[config.mk]
export PLATFORM = sky130hd
export DESIGN_NAME = regfile_write_arbiter
export DESIGN_NICKNAME = d
export VERILOG_FILES = /design/src/rtl/regfile_pkg.sv /design/src/rtl/rf_wr_fifo.sv /design/src/rtl/regfile_write_arbiter.sv
export SDC_FILE = /design/constraint.sdc
export NUM_CORES = 1
export LEC_CHECK = 0
export ABC_AREA = 1
export BUFFER_PORTS_ARGS = -buffer_cell sky130_fd_sc_hd__buf_2
export CAP_MARGIN = 20
export CORE_ASPECT_RATIO = 0.5
export CORE_MARGIN = 4
export CORE_UTILIZATION = 56
export CTS_BUF_LIST = sky130_fd_sc_hd__clkbuf_8
export CTS_CLUSTER_SIZE = 12
export DETAILED_ROUTE_END_ITERATION = 8
export PLACE_DENSITY = 0.89
export REMOVE_ABC_BUFFERS = 1
export SKIP_CTS_REPAIR_TIMING = 1
export SLEW_MARGIN = 20
export SYNTH_ARGS = -nofsm -noshare
export SYNTH_HDL_FRONTEND = slang
export SYNTH_SLANG_ARGS = --single-unit
export TNS_END_PERCENT = 10
[constraint.sdc]
create_clock -name clk -period 4.4 [get_ports clk]
set_clock_uncertainty 0.15 [all_clocks]
set_input_delay 0.44 -clock clk [delete_from_list [all_inputs] [get_ports clk]]
set_output_delay 0.44 -clock clk [all_outputs]
set_load 0.01 [all_outputs]
[src/rtl/regfile_pkg.sv]
// Shared widths and arbiter state encoding for the register-file write path.
package regfile_pkg;
    localparam int unsigned NUM_REGS  = 32;
    localparam int unsigned RF_ADDR_W = 5;
    localparam int unsigned RF_DATA_W = 32;

    typedef enum logic {
        CLEAR,
        RUN
    } arb_state_t;
endpackage

[src/rtl/rf_wr_fifo.sv]
// Small synchronous FIFO of {addr, data} write requests from the MDU.
// Exposes every slot's address and valid bit so the owner can build a pending mask.
module rf_wr_fifo
    import regfile_pkg::*;
#(
    parameter int unsigned DEPTH = 2
) (
    input  logic                         i_clk,
    input  logic                         i_rst,
    input  logic                         i_push,
    input  logic [RF_ADDR_W-1:0]         i_push_addr,
    input  logic [RF_DATA_W-1:0]         i_push_data,
    input  logic                         i_pop,
    output logic                         o_full,
    output logic                         o_empty,
    output logic [RF_ADDR_W-1:0]         o_head_addr,
    output logic [RF_DATA_W-1:0]         o_head_data,
    output logic [DEPTH*RF_ADDR_W-1:0]   o_entry_addr,
    output logic [DEPTH-1:0]             o_entry_valid
);
    localparam int unsigned PTR_W = $clog2(DEPTH);
    localparam int unsigned CNT_W = PTR_W + 1;

    logic [RF_ADDR_W-1:0] r_addr [DEPTH];
    logic [RF_DATA_W-1:0] r_data [DEPTH];
    logic [DEPTH-1:0]     r_valid;
    logic [PTR_W-1:0]     r_wr_ptr;
    logic [PTR_W-1:0]     r_rd_ptr;
    logic [CNT_W-1:0]     r_count;
    logic                 w_push;
    logic                 w_pop;

    assign o_full      = (r_count == CNT_W'(DEPTH));
    assign o_empty     = (r_count == '0);
    assign w_push      = i_push && !o_full;
    assign w_pop       = i_pop && !o_empty;
    assign o_head_addr = r_addr[r_rd_ptr];
    assign o_head_data = r_data[r_rd_ptr];
    assign o_entry_valid = r_valid;

    always_comb begin
        o_entry_addr = '0;
        for (int unsigned i = 0; i < DEPTH; i++) begin
            o_entry_addr[i*RF_ADDR_W +: RF_ADDR_W] = r_addr[i];
        end
    end

    always_ff @(posedge i_clk) begin
        if (w_push) begin
            r_addr[r_wr_ptr] <= i_push_addr;
            r_data[r_wr_ptr] <= i_push_data;
        end
    end

    // Pointers are power-of-two wide, so plain increment wraps modulo DEPTH.
    always_ff @(posedge i_clk) begin
        if (i_rst) begin
            r_wr_ptr <= '0;
            r_rd_ptr <= '0;
            r_count  <= '0;
            r_valid  <= '0;
        end else begin
            if (w_push) begin
                r_valid[r_wr_ptr] <= 1'b1;
                r_wr_ptr          <= r_wr_ptr + PTR_W'(1);
            end
            if (w_pop) begin
                r_valid[r_rd_ptr] <= 1'b0;
                r_rd_ptr          <= r_rd_ptr + PTR_W'(1);
            end
            unique case ({w_push, w_pop})
                2'b10:   r_count <= r_count + CNT_W'(1);
                2'b01:   r_count <= r_count - CNT_W'(1);
                default: r_count <= r_count;
            endcase
        end
    end
endmodule

[src/rtl/regfile_write_arbiter.sv]
// Owns the register bank write port: zero-fills all registers after reset, then
// shares the port between writeback (priority) and buffered MDU results.
module regfile_write_arbiter
    import regfile_pkg::*;
#(
    parameter int unsigned FIFO_DEPTH   = 2,
    parameter int unsigned STARVE_LIMIT = 4
) (
    input  logic                 clk,
    input  logic                 rst,
    input  logic                 wb_we,
    input  logic [RF_ADDR_W-1:0] wb_addr,
    input  logic [RF_DATA_W-1:0] wb_data,
    input  logic                 mdu_valid,
    input  logic [RF_ADDR_W-1:0] mdu_addr,
    input  logic [RF_DATA_W-1:0] mdu_data,
    output logic                 mdu_ready,
    output logic                 rf_we,
    output logic [RF_ADDR_W-1:0] rf_a3,
    output logic [RF_DATA_W-1:0] rf_wd3,
    output logic                 busy,
    output logic                 wb_stall,
    output logic [NUM_REGS-1:0]  pend_mask
);
    localparam int unsigned STV_W = $clog2(STARVE_LIMIT + 1);

    arb_state_t                        r_state;
    logic [RF_ADDR_W-1:0]              r_clr_cnt;
    logic [STV_W-1:0]                  r_starve;
    logic                              r_wb_stall;

    logic                              w_run;
    logic                              w_wb_win;
    logic                              w_push;
    logic                              w_pop;
    logic                              w_full;
    logic                              w_empty;
    logic [RF_ADDR_W-1:0]              w_head_addr;
    logic [RF_DATA_W-1:0]              w_head_data;
    logic [FIFO_DEPTH*RF_ADDR_W-1:0]   w_entry_addr;
    logic [FIFO_DEPTH-1:0]             w_entry_valid;
    logic [STV_W-1:0]                  w_starve_nxt;

    assign w_run     = (r_state == RUN);
    assign w_wb_win  = w_run && wb_we && (wb_addr != '0);
    assign w_pop     = w_run && !w_wb_win && !w_empty;
    assign mdu_ready = w_run && !w_full;
    assign w_push    = mdu_valid && mdu_ready;
    assign busy      = (r_state == CLEAR);
    assign wb_stall  = r_wb_stall;

    rf_wr_fifo #(
        .DEPTH (FIFO_DEPTH)
    ) u_fifo (
        .i_clk         (clk),
        .i_rst         (rst),
        .i_push        (w_push),
        .i_push_addr   (mdu_addr),
        .i_push_data   (mdu_data),
        .i_pop         (w_pop),
        .o_full        (w_full),
        .o_empty       (w_empty),
        .o_head_addr   (w_head_addr),
        .o_head_data   (w_head_data),
        .o_entry_addr  (w_entry_addr),
        .o_entry_valid (w_entry_valid)
    );

    // Head entries for r0 still pop, but never reach the bank.
    always_comb begin
        rf_we  = 1'b0;
        rf_a3  = '0;
        rf_wd3 = '0;
        if (r_state == CLEAR) begin
            rf_we = 1'b1;
            rf_a3 = r_clr_cnt;
        end else if (w_wb_win) begin
            rf_we  = 1'b1;
            rf_a3  = wb_addr;
            rf_wd3 = wb_data;
        end else if (w_pop && (w_head_addr != '0)) begin
            rf_we  = 1'b1;
            rf_a3  = w_head_addr;
            rf_wd3 = w_head_data;
        end
    end

    always_comb begin
        pend_mask = '0;
        for (int unsigned i = 0; i < FIFO_DEPTH; i++) begin
            if (w_entry_valid[i]) begin
                pend_mask[w_entry_addr[i*RF_ADDR_W +: RF_ADDR_W]] = 1'b1;
            end
        end
        pend_mask[0] = 1'b0;
    end

    // Saturates at the limit so a writeback that ignores the stall keeps it asserted.
    always_comb begin
        w_starve_nxt = r_starve;
        if (!w_run || w_empty || w_pop) begin
            w_starve_nxt = '0;
        end else if (r_starve != STV_W'(STARVE_LIMIT)) begin
            w_starve_nxt = r_starve + STV_W'(1);
        end
    end

    always_ff @(posedge clk) begin
        if (rst) begin
            r_state    <= CLEAR;
            r_clr_cnt  <= '0;
            r_starve   <= '0;
            r_wb_stall <= 1'b0;
        end else begin
            unique case (r_state)
                CLEAR: begin
                    r_clr_cnt <= r_clr_cnt + RF_ADDR_W'(1);
                    if (r_clr_cnt == RF_ADDR_W'(NUM_REGS - 1)) begin
                        r_state <= RUN;
                    end
                end
                RUN: begin
                    r_state <= RUN;
                end
                default: r_state <= CLEAR;
            endcase
            r_starve   <= w_starve_nxt;
            r_wb_stall <= (w_starve_nxt == STV_W'(STARVE_LIMIT));
        end
    end
endmodule

* Yosys cells after proc, flatten, opt, wreduce, memory -nomap -nowiden
Memory sizes are Yosys's and may differ from the RTL's. A register that Yosys moved wholly into a read port is not among the register bits. Index checks and enable logic that the tools add are counted.
Word-level totals: register bits after elaboration 16, RAM bits 74, word-level logic and storage cells 91, memories 2
Operators by class: add/subtract/negate cells 6, order comparisons 8, equality and inequality tests 6, mux-type cells 33, bitwise gates (word level) 5, reductions and logical operators 23
Memories:
- u_fifo.r_data | words 2, bits a word 32, read ports 1, clocked after memory_dff 1, write ports 1, line rf_wr_fifo.sv:25 | logic [RF_DATA_W-1:0] r_data [DEPTH];
- u_fifo.r_addr | words 2, bits a word 5, read ports 3, clocked after memory_dff 1, write ports 1, line rf_wr_fifo.sv:24 | logic [RF_ADDR_W-1:0] r_addr [DEPTH];
Operator list (count):
- 32-bit 2-to-1 mux | 5
- 32-bit OR | 1
- 5-bit 2-to-1 mux | 3
- 1-bit 2-to-1 mux | 14
- 1-bit logical AND | 13
- 5-bit by 6-bit less-than comparator with 1-bit output (second input constant) | 2
- 1-bit demux with 5-bit select | 2
- 5-bit by 1-bit >= comparator with 1-bit output (second input constant) | 2
- 5-bit nonzero test | 2
- 2-bit 2-to-1 mux | 3
- 3-bit 2-to-1 mux | 2
- 5-bit by 1-bit adder with 5-bit output (second input constant) | 1
- 5-bit == test (second input constant) | 1
- 2-bit == test (second input constant) | 2
- 1-bit zero test | 4
- 1-bit by 2-bit less-than comparator with 1-bit output (second input constant) | 2
- 2-bit one-hot mux with 2 select lines | 1
- 3-bit by 1-bit adder with 3-bit output (second input constant) | 1
- 3-bit == test (second input constant) | 1
- 3-bit != test (second input constant) | 1
- 1-bit adder (second input constant) | 2
- 2-bit by 1-bit adder with 2-bit output (second input constant) | 1
- 2-bit bitwise AND | 1
- 1-bit demux with 1-bit select | 2
- 10 further kinds | 12

* Logic depth before layout (Yosys ltp)
Gate-level depths: netlist of run 1.
depth in word-level cells 9, depth in mapped cells 11

* Hierarchy
From an unflattened synthesis of run 1, not the netlist that was laid out.
Unflattened totals: cells, all modules 460, area, all modules 4906.0 µm²
Modules (own cells, without submodules):
- rf_wr_fifo | instances 1, cells an instance 168, area an instance 3158.0 µm²
- regfile_write_arbiter | instances 1, cells an instance 292, area an instance 1747.9 µm²

* Worst setup path before layout of run 1
No wires, ideal clock.
kind register to register, from reg r_state, to mem u_fifo.r_addr[0][0] (enable), setup time 431 ps, arrival time 2509 ps, setup slack 1309 ps, cell stages (with the launch flop) 6, path buffers 1, period minus slack after synthesis 3091 ps, path through dfxtp_1 -> buf_4 -> inv_2 -> a21oi_1 -> nand2_1 -> nor2_1
Between the ends: cells in the longest elaborated chain, start to end 5
Ends and longest elaborated chain:
- start, declared | line regfile_write_arbiter.sv:27 | arb_state_t r_state;
- start signal, assigned | line regfile_write_arbiter.sv:110 | r_state <= CLEAR;
- start signal, assigned | line regfile_write_arbiter.sv:119 | r_state <= RUN;
- start signal, assigned | line regfile_write_arbiter.sv:123 | r_state <= RUN;
- 1-bit logical AND | line regfile_write_arbiter.sv:47 | assign mdu_ready = w_run && !w_full;
- named net mdu_ready | line regfile_write_arbiter.sv:17 | output logic mdu_ready,
- 1-bit logical AND | line regfile_write_arbiter.sv:48 | assign w_push = mdu_valid && mdu_ready;
- 1-bit logical AND | line rf_wr_fifo.sv:35 | assign w_push = i_push && !o_full;
- 1-bit 2-to-1 mux | line rf_wr_fifo.sv:49 | if (w_push) begin
- 1-bit 2-to-1 mux (not written as such) | line rf_wr_fifo.sv:50 | r_addr[r_wr_ptr] <= i_push_addr;
- end, declared | line rf_wr_fifo.sv:24
The timed path passes the listed nets, and every way through them passes these cells.

* Worst setup path in the final report of run 1
from reg r_state, to out rf_wd3[0]
Between the ends: cells in the longest elaborated chain, start to end 9
Ends and longest elaborated chain:
- 1-bit logical AND (2 in a row) | line regfile_write_arbiter.sv:45 | assign w_wb_win = w_run && wb_we && (wb_addr != '0);
- 1-bit zero test | line regfile_write_arbiter.sv:46 | assign w_pop = w_run && !w_wb_win && !w_empty;
- 1-bit logical AND (2 in a row) | line regfile_write_arbiter.sv:46
- 1-bit logical AND | line regfile_write_arbiter.sv:81 | end else if (w_pop && (w_head_addr != '0)) begin
- 32-bit 2-to-1 mux | line regfile_write_arbiter.sv:81
- 32-bit 2-to-1 mux | line regfile_write_arbiter.sv:77 | end else if (w_wb_win) begin
- 32-bit 2-to-1 mux * | line regfile_write_arbiter.sv:74 | if (r_state == CLEAR) begin
- end, declared | line regfile_write_arbiter.sv:20 | output logic [RF_DATA_W-1:0] rf_wd3,
Mark *: on every way between the ends. The rest lies on a longest branch, timed or not.

==> impl_metrics.json, run 1 <==
{
  "critical_path_class": "flop to output pin",
  "hold_depth": 1,
  "num_rows": 22,
  "antenna_found_initial": 0,
  "yosysSeqAreaShare_pct": 57.3,
  "worst-r2r-cell-count": 8,
  "tritoncts": "done",
  "fin_ws_ps": 1230,
  "die_area_mm2": 0.00957,
  "crit_path_start": "r_state",
  "asyncSetResetFlopFracSynth_pct": 0,
  "dpl.hpwl_mm": 7.59,
  "place_inst": 766,
  "cts.htree.levels": 3,
  "synthTopCellsByCount": "nand2_1 (230), edfxtp_1 (74), nand3_1 (55), o21ai_0 (37), nor2_1 (26)",
  "min_period_ps": 3170,
  "r2r_setup_slack_ps": 1670,
  "antennaDiodeCount": 0,
  "timing.rr.end": "u_fifo.r_count[1]",
  "cts_buffer_depth": 2,
  "initial_utilization_pct": 59.3,
  "syn-instance-count": 529,
  "layoutNonFillerInstCount": 783,
  "yosysMostFrequentCell": "nand2_1",
  "drtPass1Iterations": 5,
  "final_non_filler_cell_area_mm2": 0.00551,
  "number_of_pins_exceeding_their_max_slew_limit_in_the_final_report": 0,
  "maximum_number_of_pins_on_one_net_before_global_route_repair": 40,
  "number_of_enable_flip_flop_cells_after_synthesis": 74,
  "worstHoldEndpoint": "u_fifo.r_data[1][11]",
  "maxCapViolCount": 0,
  "hp-class": "input pin to flop",
  "die_y_um": 71.2,
  "ctsRootBufferMaster": "clkbuf_8",
  "detailedRoute.firstIterationViolations": 460,
  "yosysWarnings": 0,
  "data_arrival_at_the_endpoint_of_the_critical_path_ps": 2580,
  "fillerInstances": 575,
  "ir_drop_uv": 219,
  "cts_buffers": 9,
  "worstHoldStart": "mdu_data[11]",
  "layout_worst_path_cycle_share_pct": 72.1,
  "power_per_cell_area_mw_per_mm2": 295,
  "synthesis.area_mm2": 0.00448,
  "dpl-instance-area_mm2": 0.00527,
  "fraction_of_post_synthesis_cell_area_in_the_top_cell_type_by_area_pct": 49.7,
  "fin_total_pwr_w": 0.00162,
  "clk_pin_slew_worst_paths_ps": 90,
  "synth_top_cell_by_area": "edfxtp_1",
  "drive_gt1_share_pct": 26.1,
  "yosys-top-cells-area": "edfxtp_1 (50%), nand2_1 (19%), dfxtp_1 (7.6%)",
  "antenna_left": 0,
  "run_status": "finished, final reports clean",
  "core_box_area_mm2": 0.00754,
  "nNetsFinal": 753,
  "route.final.wire_length_mm": 11.3,
  "grt.total_usage_pct": 23.5,
  "slew-limit-headroom_pct": 28.1,
  "wl_per_cell_um": 14.4,
  "ys_dominant_reg_cell": "edfxtp_1",
  "timing_worst_slew_pin_value_ps": 1070,
  "worstSetupStartpointType": "flop",
  "chipWidth_um": 134,
  "worst_ep_required_time_ps": 3810,
  "post-route-drc-count": 0,
  "rsz0062_at_grt": "false",
  "p_leak_nw": 2.58,
  "globalRoute.totalOverflow": 0,
  "total_number_of_vias": 4167,
  "clkSinkCount": 91,
  "ys_types": 26,
  "setup_viol_count_final": 0,
  "setup-tns-final_ps": 0,
  "top_level_ports": 151,
  "worst_slack_placed_ps": 1610,
  "synth-seq-cells": 91,
  "end_kind": "output pin",
  "placement.io_buffers": 149,
  "gpl.final_weighted_congestion": 0.915,
  "grt_pass1_wl_mm": 17.8,
  "clkLatencyLatePin_ps": 370,
  "reg2reg_from": "r_state",
  "critical_path_peak_fanout": 39,
  "synthToLayoutAreaGrowth_pct": 23.2,
  "fmax_mhz": 315,
  "via_per_inst": 5.32,
  "finalHoldViolations": 0,
  "first_global_vias": 3820,
  "syn_avg_cell_area_um2": 8.46
}
[cells in the final DEF (no fill, tap or decap), drive strengths merged]
| cell | n |
|---|---|
| ha | 5 |
| or2 | 1 |
| edfxtp | 74 |
| nand2 | 230 |
| o22ai | 1 |
| bufinv | 2 |
| and3 | 2 |
| o21bai | 1 |
| clkbuf | 9 |
| nand3 | 56 |
| o21ai | 39 |
| clkinvlp | 1 |
| nand4 | 2 |
| a21oi | 8 |
| conb | 1 |
| nand3b | 2 |
| dfxtp | 17 |
| nor3 | 13 |
| clkinv | 2 |
| inv | 31 |
| nor2 | 27 |
| buf | 151 |
[flip-flops by register name (all words and copies together), names as in the netlist, named ones only]
name,count
r_state,1
u_fifo.r_wr_ptr,1
u_fifo.o_entry_valid,2
u_fifo.r_count,2
r_starve,3
u_fifo.r_rd_ptr,1
u_fifo.r_data,64
r_clr_cnt,5
u_fifo.r_addr,10
wb_stall,1
[worst max-delay path, stage by stage, from the launching register on]
cell     delay, ps
dfxtp_1        480
inv_2          180
nor2_4         210
inv_2           60
a21oi_4        770
nand3_1        250
nand2_1        100
buf_2          130
[metal layers]
metal / vias to the layer above / GRT usage [%] / wire [um]
met4: 0 / 9.48 / 325
li1: 2042 / - / -
met1: 1902 / 29.2 / 4550
met5: - / 0 / 0
met3: 32 / 5.75 / 805
met2: 191 / 40.3 / 5630
[where the power goes]
part / switching (W) / total, W / leakage, nW / internal, W
Clock: 0.000313 / 0.000637 / 0.109 / 0.000325
Combinational: 0.0000250 / 0.0000546 / 1.67 / 0.0000296
Sequential: 0.00000259 / 0.000933 / 0.802 / 0.000930
Total: 0.000340 / 0.00162 / 2.58 / 0.00128
[metrics by stage]
step	utilization (%)	hold WS, ps
after global routing	73.1	80.2
final	73.1	95.2
after floorplan	-	309
after CTS	72.8	86.9
after global placement	69.9	337
after detailed placement	69.9	348
[cell families (layout without fill, tap and decap cells)]
family                   count (synthesis)  count (layout)  share of synthesized area [%]
AND/OR/NAND/NOR                        333             333                           30.6
flip-flops                              91              91                           57.3
buffers and inverters                   50             196                           5.03
AO/OA/AOI/OAI                           49              49                           5.65
adder cells (fa/ha/maj)                  5               5                           1.40
other                                    1               1                         0.0838
[worst max-delay path by stage]
stage / to / slack, ps / cells after the start
after global routing: rf_wd3[17] / 990 / 7
after global placement: rf_wd3[12] / 1630 / 7
after CTS: rf_wd3[29] / 1260 / 7
after floorplan: u_fifo.r_addr[0][0] / 1190 / 4
final: rf_wd3[0] / 1230 / 7
after detailed placement: rf_wd3[29] / 1610 / 7
[final cells by class]
| type | count | area, um^2 | area share (%) |
|---|---|---|---|
| sequential | 91 | 2560 | 46.5 |
| multi-input combinational | 388 | 1710 | 31.0 |
| timing repair buffer | 151 | 773 | 14.0 |
| tap | 108 | 135 | 2.45 |
| clock buffer | 9 | 124 | 2.25 |
| inverter | 29 | 109 | 1.97 |
| clock inverter | 7 | 100 | 1.82 |
No activity file was read; power rests on OpenSTA's default activity.
==> run 2, diff against run 1 <==
--- a/config.mk
+++ b/config.mk
@@ -10,11 +10,11 @@
 export CAP_MARGIN = 20
 export CORE_ASPECT_RATIO = 0.5
 export CORE_MARGIN = 4
-export CORE_UTILIZATION = 56
+export CORE_UTILIZATION = 47
 export CTS_BUF_LIST = sky130_fd_sc_hd__clkbuf_8
 export CTS_CLUSTER_SIZE = 12
 export DETAILED_ROUTE_END_ITERATION = 8
-export PLACE_DENSITY = 0.89
+export PLACE_DENSITY = 0.79
 export REMOVE_ABC_BUFFERS = 1
 export SKIP_CTS_REPAIR_TIMING = 1
 export SLEW_MARGIN = 20
==> constraint.sdc (replaced) <==
create_clock -name clk -period 2.7 [get_ports clk]
set_clock_uncertainty 0.15 [all_clocks]
set_input_delay 0.27 -clock clk [delete_from_list [all_inputs] [get_ports clk]]
set_output_delay 0.27 -clock clk [all_outputs]
set_load 0.01 [all_outputs]
==> impl_metrics.json, run 2 (synthesis gave the netlist of run 1 again) <==
{
  "antenna_left": 0,
  "cts_buffer_depth": 2,
  "cts_buffers": 9,
  "placement.io_buffers": 149,
  "post-route-drc-count": 0,
  "end_kind": "output pin",
  "power_per_cell_area_mw_per_mm2": 430,
  "drive_gt1_share_pct": 25.7,
  "tritoncts": "done",
  "grt.total_usage_pct": 20.0,
  "worst-r2r-cell-count": 9,
  "setup_viol_count_final": 0,
  "gpl.final_weighted_congestion": 0.822,
  "top_level_ports": 151,
  "cts.htree.levels": 3,
  "globalRoute.totalOverflow": 0,
  "data_arrival_at_the_endpoint_of_the_critical_path_ps": 2060,
  "largest-register": "u_fifo.r_data",
  "worst_slack_placed_ps": 449,
  "largest_reg_flops": 64,
  "r2r_setup_slack_ps": 530,
  "dpl.hpwl_mm": 8.09,
  "nNetsFinal": 798,
  "worst_ep_required_time_ps": 2280,
  "largest_registers": "u_fifo.r_data: 64 flops, u_fifo.r_addr: 10 flops, r_clr_cnt: 5 flops",
  "timing.rr.end": "u_fifo.r_count[1]",
  "maximum_number_of_pins_on_one_net_before_global_route_repair": 38,
  "worstSetupStartpointType": "flop",
  "initial_utilization_pct": 49.8,
  "antennaDiodeCount": 0,
  "die_y_um": 77,
  "detailedRoute.firstIterationViolations": 356,
  "via_per_inst": 5.09,
  "ctsRootBufferMaster": "clkbuf_8",
  "p_leak_nw": 2.77,
  "total_number_of_vias": 4253,
  "timing.hold.ws_ps": 18.6,
  "fmax_mhz": 404,
  "dpl-instance-area_mm2": 0.00539,
  "final_non_filler_cell_area_mm2": 0.00596,
  "run_status": "finished, final reports clean",
  "place_inst": 784,
  "synthToLayoutAreaGrowth_pct": 33.3,
  "min_period_ps": 2480,
  "layoutNonFillerInstCount": 836,
  "finalHoldViolations": 0,
  "grt_pass1_wl_mm": 18.4,
  "ir_drop_uv": 302,
  "first_global_vias": 3983,
  "critical_path_peak_fanout": 18,
  "die_area_mm2": 0.0112,
  "core_box_area_mm2": 0.00898,
  "maxCapViolCount": 0,
  "hp-class": "input pin to flop",
  "clkSinkCount": 91,
  "fin_ws_ps": 224,
  "rsz0062_at_grt": "false",
  "chipWidth_um": 146,
  "clkLatencyLatePin_ps": 350,
  "clk_pin_slew_worst_paths_ps": 80,
  "mostFrequentLayoutCells": "nand2_1 (230), buf_2 (149), edfxtp_1 (74)",
  "num_rows": 24,
  "critical_path_class": "flop to output pin",
  "layout_commonest_cell": "nand2_1",
  "antenna_found_initial": 0,
  "wl_per_cell_um": 14.2,
  "fillerInstances": 700,
  "drtPass1Iterations": 5,
  "number_of_pins_exceeding_their_max_slew_limit_in_the_final_report": 0,
  "timing.critical_path.to": "rf_wd3[6]",
  "route.final.wire_length_mm": 11.8,
  "layout_worst_path_cycle_share_pct": 91.7,
  "reg2reg_from": "r_state"
}
-- run 2: how the worst min path moves through the flow --
stage | cells past startpoint | startpoint | endpoint
6_report | 2 | rst | r_state
5_1_grt | 2 | rst | r_state
2_1_floorplan | 1 | rst | r_clr_cnt[0]
4_1_cts | 1 | mdu_data[30] | u_fifo.r_data[1][30]
3_3_place_gp | 1 | mdu_data[17] | u_fifo.r_data[1][17]
3_5_place_dp | 1 | mdu_data[30] | u_fifo.r_data[1][30]
-- run 2: critical path, cell delays in order (launching register included) --
cell and delay, ps:
dfxtp_1 520, inv_2 100, nand2_1 80, nand2_1 70, nor2_1 190, nand3_4 230, buf_12 230, nand3_1 80
nand2_1 60, buf_2 130
-- run 2: cell type report --
type | count | area, um^2 | share of cell area, %
timing repair buffer | 196 | 1230 | 20.6
inverter | 29 | 111 | 1.87
clock inverter | 6 | 72.6 | 1.22
clock buffer | 9 | 124 | 2.08
multi-input combinational | 388 | 1720 | 28.8
tap | 117 | 146 | 2.45
sequential | 91 | 2560 | 43.0
-- run 2: through the flow --
step	setup TNS (ps)	power [W]	utilization [%]
finish	0	0.00256	66.4
CTS	0	0.00254	62.2
detailed placement	0	0.00164	60.0
global route	0	0.00267	66.4
floorplan	-37900	0.00157	-
global placement	0	0.00163	60.0
-- run 2: metal layers --
layer  GRT usage [%]  up-vias  share of wire (%)
met5               0        -                  0
met4            5.07        0                1.5
met3            4.83       18                5.4
met2            37.0      149                 52
met1            23.7     1954                 42
li1                -     2132                  -
-- run 2: report_power, final --
part / switching, W / internal [W] / total [W]
Combinational: 0.0000472 / 0.0000832 / 0.000130
Sequential: 0.00000440 / 0.00152 / 0.00152
Clock: 0.000481 / 0.000432 / 0.000913
==> run 3, diff against run 2 <==
--- a/config.mk
+++ b/config.mk
@@ -7,14 +7,14 @@
 export LEC_CHECK = 0
 export ABC_AREA = 1
 export BUFFER_PORTS_ARGS = -buffer_cell sky130_fd_sc_hd__buf_2
-export CAP_MARGIN = 20
 export CORE_ASPECT_RATIO = 0.5
 export CORE_MARGIN = 4
 export CORE_UTILIZATION = 47
 export CTS_BUF_LIST = sky130_fd_sc_hd__clkbuf_8
-export CTS_CLUSTER_SIZE = 12
+export CTS_CLUSTER_SIZE = 40
 export DETAILED_ROUTE_END_ITERATION = 8
 export PLACE_DENSITY = 0.79
+export RECOVER_POWER = 100
 export REMOVE_ABC_BUFFERS = 1
 export SKIP_CTS_REPAIR_TIMING = 1
 export SLEW_MARGIN = 20
==> impl_metrics.json, run 3 (synthesis gave the netlist of run 1 again) <==
{
  "fmax_mhz": 400,
  "dpl.hpwl_mm": 8.09,
  "layout_worst_path_cycle_share_pct": 92.6,
  "critical_path_class": "flop to output pin",
  "globalRoute.totalOverflow": 0,
  "clkSinkCount": 91,
  "power_per_cell_area_mw_per_mm2": 439,
  "worst_path_max_delay_cell": "dfxtp_2",
  "setup-tns-final_ps": 0,
  "via_per_inst": 5.10,
  "worstSetupStartpointType": "flop",
  "antenna_found_initial": 0,
  "ir_drop_uv": 300,
  "fin_total_pwr_w": 0.00256,
  "die_area_mm2": 0.0112,
  "wl_per_cell_um": 14.1,
  "hp-class": "input pin to flop",
  "proportion_of_power_drawn_by_combinational_gates_pct": 4.9,
  "reg2reg_from": "r_state",
  "largest_registers": "u_fifo.r_data: 64 flops, u_fifo.r_addr: 10 flops, r_clr_cnt: 5 flops",
  "gpl.final_weighted_congestion": 0.822,
  "min_period_ps": 2500,
  "worstPathCellList": "inv_2 -> nor2_4 -> inv_2 -> a21oi_4 -> clkbuf_2 -> nand3_1 -> nand2_1 -> clkbuf_1",
  "drive_gt1_share_pct": 13.6,
  "grt_pass1_wl_mm": 18.4,
  "end_kind": "output pin",
  "critical_path.most_common_cell": "inv_2",
  "finalHoldViolations": 0,
  "grt.total_usage_pct": 20.0,
  "total_number_of_vias": 4263,
  "nNetsFinal": 798,
  "largest_reg_flops": 64,
  "antennaDiodeCount": 0,
  "worstHoldStart": "rst",
  "rsz0062_at_grt": "false",
  "p_leak_nw": 2.42,
  "place_inst": 784,
  "antenna_left": 0,
  "detailedRoute.firstIterationViolations": 387,
  "die_y_um": 77,
  "run_status": "finished, final reports clean",
  "pint_w": 0.00203,
  "number_of_pins_exceeding_their_max_slew_limit_in_the_final_report": 0,
  "mostFrequentLayoutCells": "nand2_1 (230), clkbuf_1 (87), edfxtp_1 (74)",
  "worst_ep_required_time_ps": 2280,
  "maximum_number_of_pins_on_one_net_before_global_route_repair": 38,
  "num_rows": 24,
  "power.share.clock_pct": 35.6,
  "timing_worst_slew_pin_value_ps": 553,
  "fillerInstances": 763,
  "synthToLayoutAreaGrowth_pct": 30.2,
  "clk_pin_slew_worst_paths_ps": 80,
  "post-route-drc-count": 0,
  "switching_share_pct": 20.7,
  "cpPeakStageDelay_ps": 430,
  "core_box_area_mm2": 0.00898,
  "worst-r2r-cell-count": 9,
  "tritoncts": "done",
  "slew-limit-headroom_pct": 63.1,
  "ctsRootBufferMaster": "clkbuf_8",
  "maxCapViolCount": 0,
  "critical_path_peak_fanout": 16,
  "top_level_ports": 151,
  "initial_utilization_pct": 49.8,
  "cts_buffer_depth": 2,
  "power.switching_w": 0.000530,
  "chipWidth_um": 146,
  "layout_commonest_cell": "nand2_1",
  "layoutNonFillerInstCount": 836,
  "hold_depth": 2,
  "r2r_setup_slack_ps": 390,
  "cts_buffers": 9,
  "worst_slack_placed_ps": 449,
  "first_global_vias": 3983,
  "placement.io_buffers": 149,
  "power.sequential.fraction_pct": 59.5,
  "cts.htree.levels": 3,
  "fin_ws_ps": 200,
  "drtPass1Iterations": 5,
  "route.final.wire_length_mm": 11.8,
  "setup_viol_count_final": 0,
  "crit_path_start": "r_state",
  "data_arrival_at_the_endpoint_of_the_critical_path_ps": 2080,
  "clkLatencyLatePin_ps": 350,
  "largest-register": "u_fifo.r_data"
}
run 3: through the flow:
step	cell area (um^2)	hold slack (ps)	utilization, %
floorplan	4360	189	-
global placement	5390	308	60.0
detailed placement	5390	311	60.0
CTS	5580	-75.2	62.2
global route	5830	12.7	64.9
finish	5830	20.3	64.9
run 3: path summary, 6_finish.rpt:
| kind | to |
|---|---|
| hold / removal | r_state |
| setup reg to reg | u_fifo.r_count[1] |
| setup / recovery | rf_wd3[4] |
| hold reg to reg | r_clr_cnt[3] |
run 3: final cells by class:
class | instances | area (um^2) | area share, %
Inverter | 29 | 111 | 1.91
Multi-Input combinational cell | 388 | 1720 | 29.5
Clock buffer | 9 | 124 | 2.13
Sequential cell | 91 | 2560 | 44.0
Clock inverter | 6 | 72.6 | 1.25
Timing Repair Buffer | 196 | 1090 | 18.7
Tap cell | 117 | 146 | 2.51
run 3: power groups by stage:
| stage | Combinational [W] | Clock [W] | Sequential (W) |
|---|---|---|---|
| after floorplan | 0.0000164 | 0 | 0.00155 |
| after global placement | 0.0000821 | 0 | 0.00155 |
| after detailed placement | 0.0000862 | 0 | 0.00155 |
| after CTS | 0.0000865 | 0.000933 | 0.00152 |
| after global routing | 0.000140 | 0.00100 | 0.00152 |
| final | 0.000126 | 0.000909 | 0.00152 |
run 3: routing by layer:
layer	global-route usage (%)	routed length, um	up-vias
met5	0	0	-
met1	23.7	4890	1966
li1	-	-	2128
met2	37.0	6020	148
met3	4.83	665	21
met4	5.07	190	0
run 3: worst max-delay path, delay by kind of cell (launching register included):
| kind | cells | cell delay (ps) |
|---|---|---|
| buffers and inverters | 4 | 710 |
| AOI/OAI and AO/OA | 1 | 180 |
| and+or+nand+nor | 3 | 400 |
| DFF | 1 | 430 |
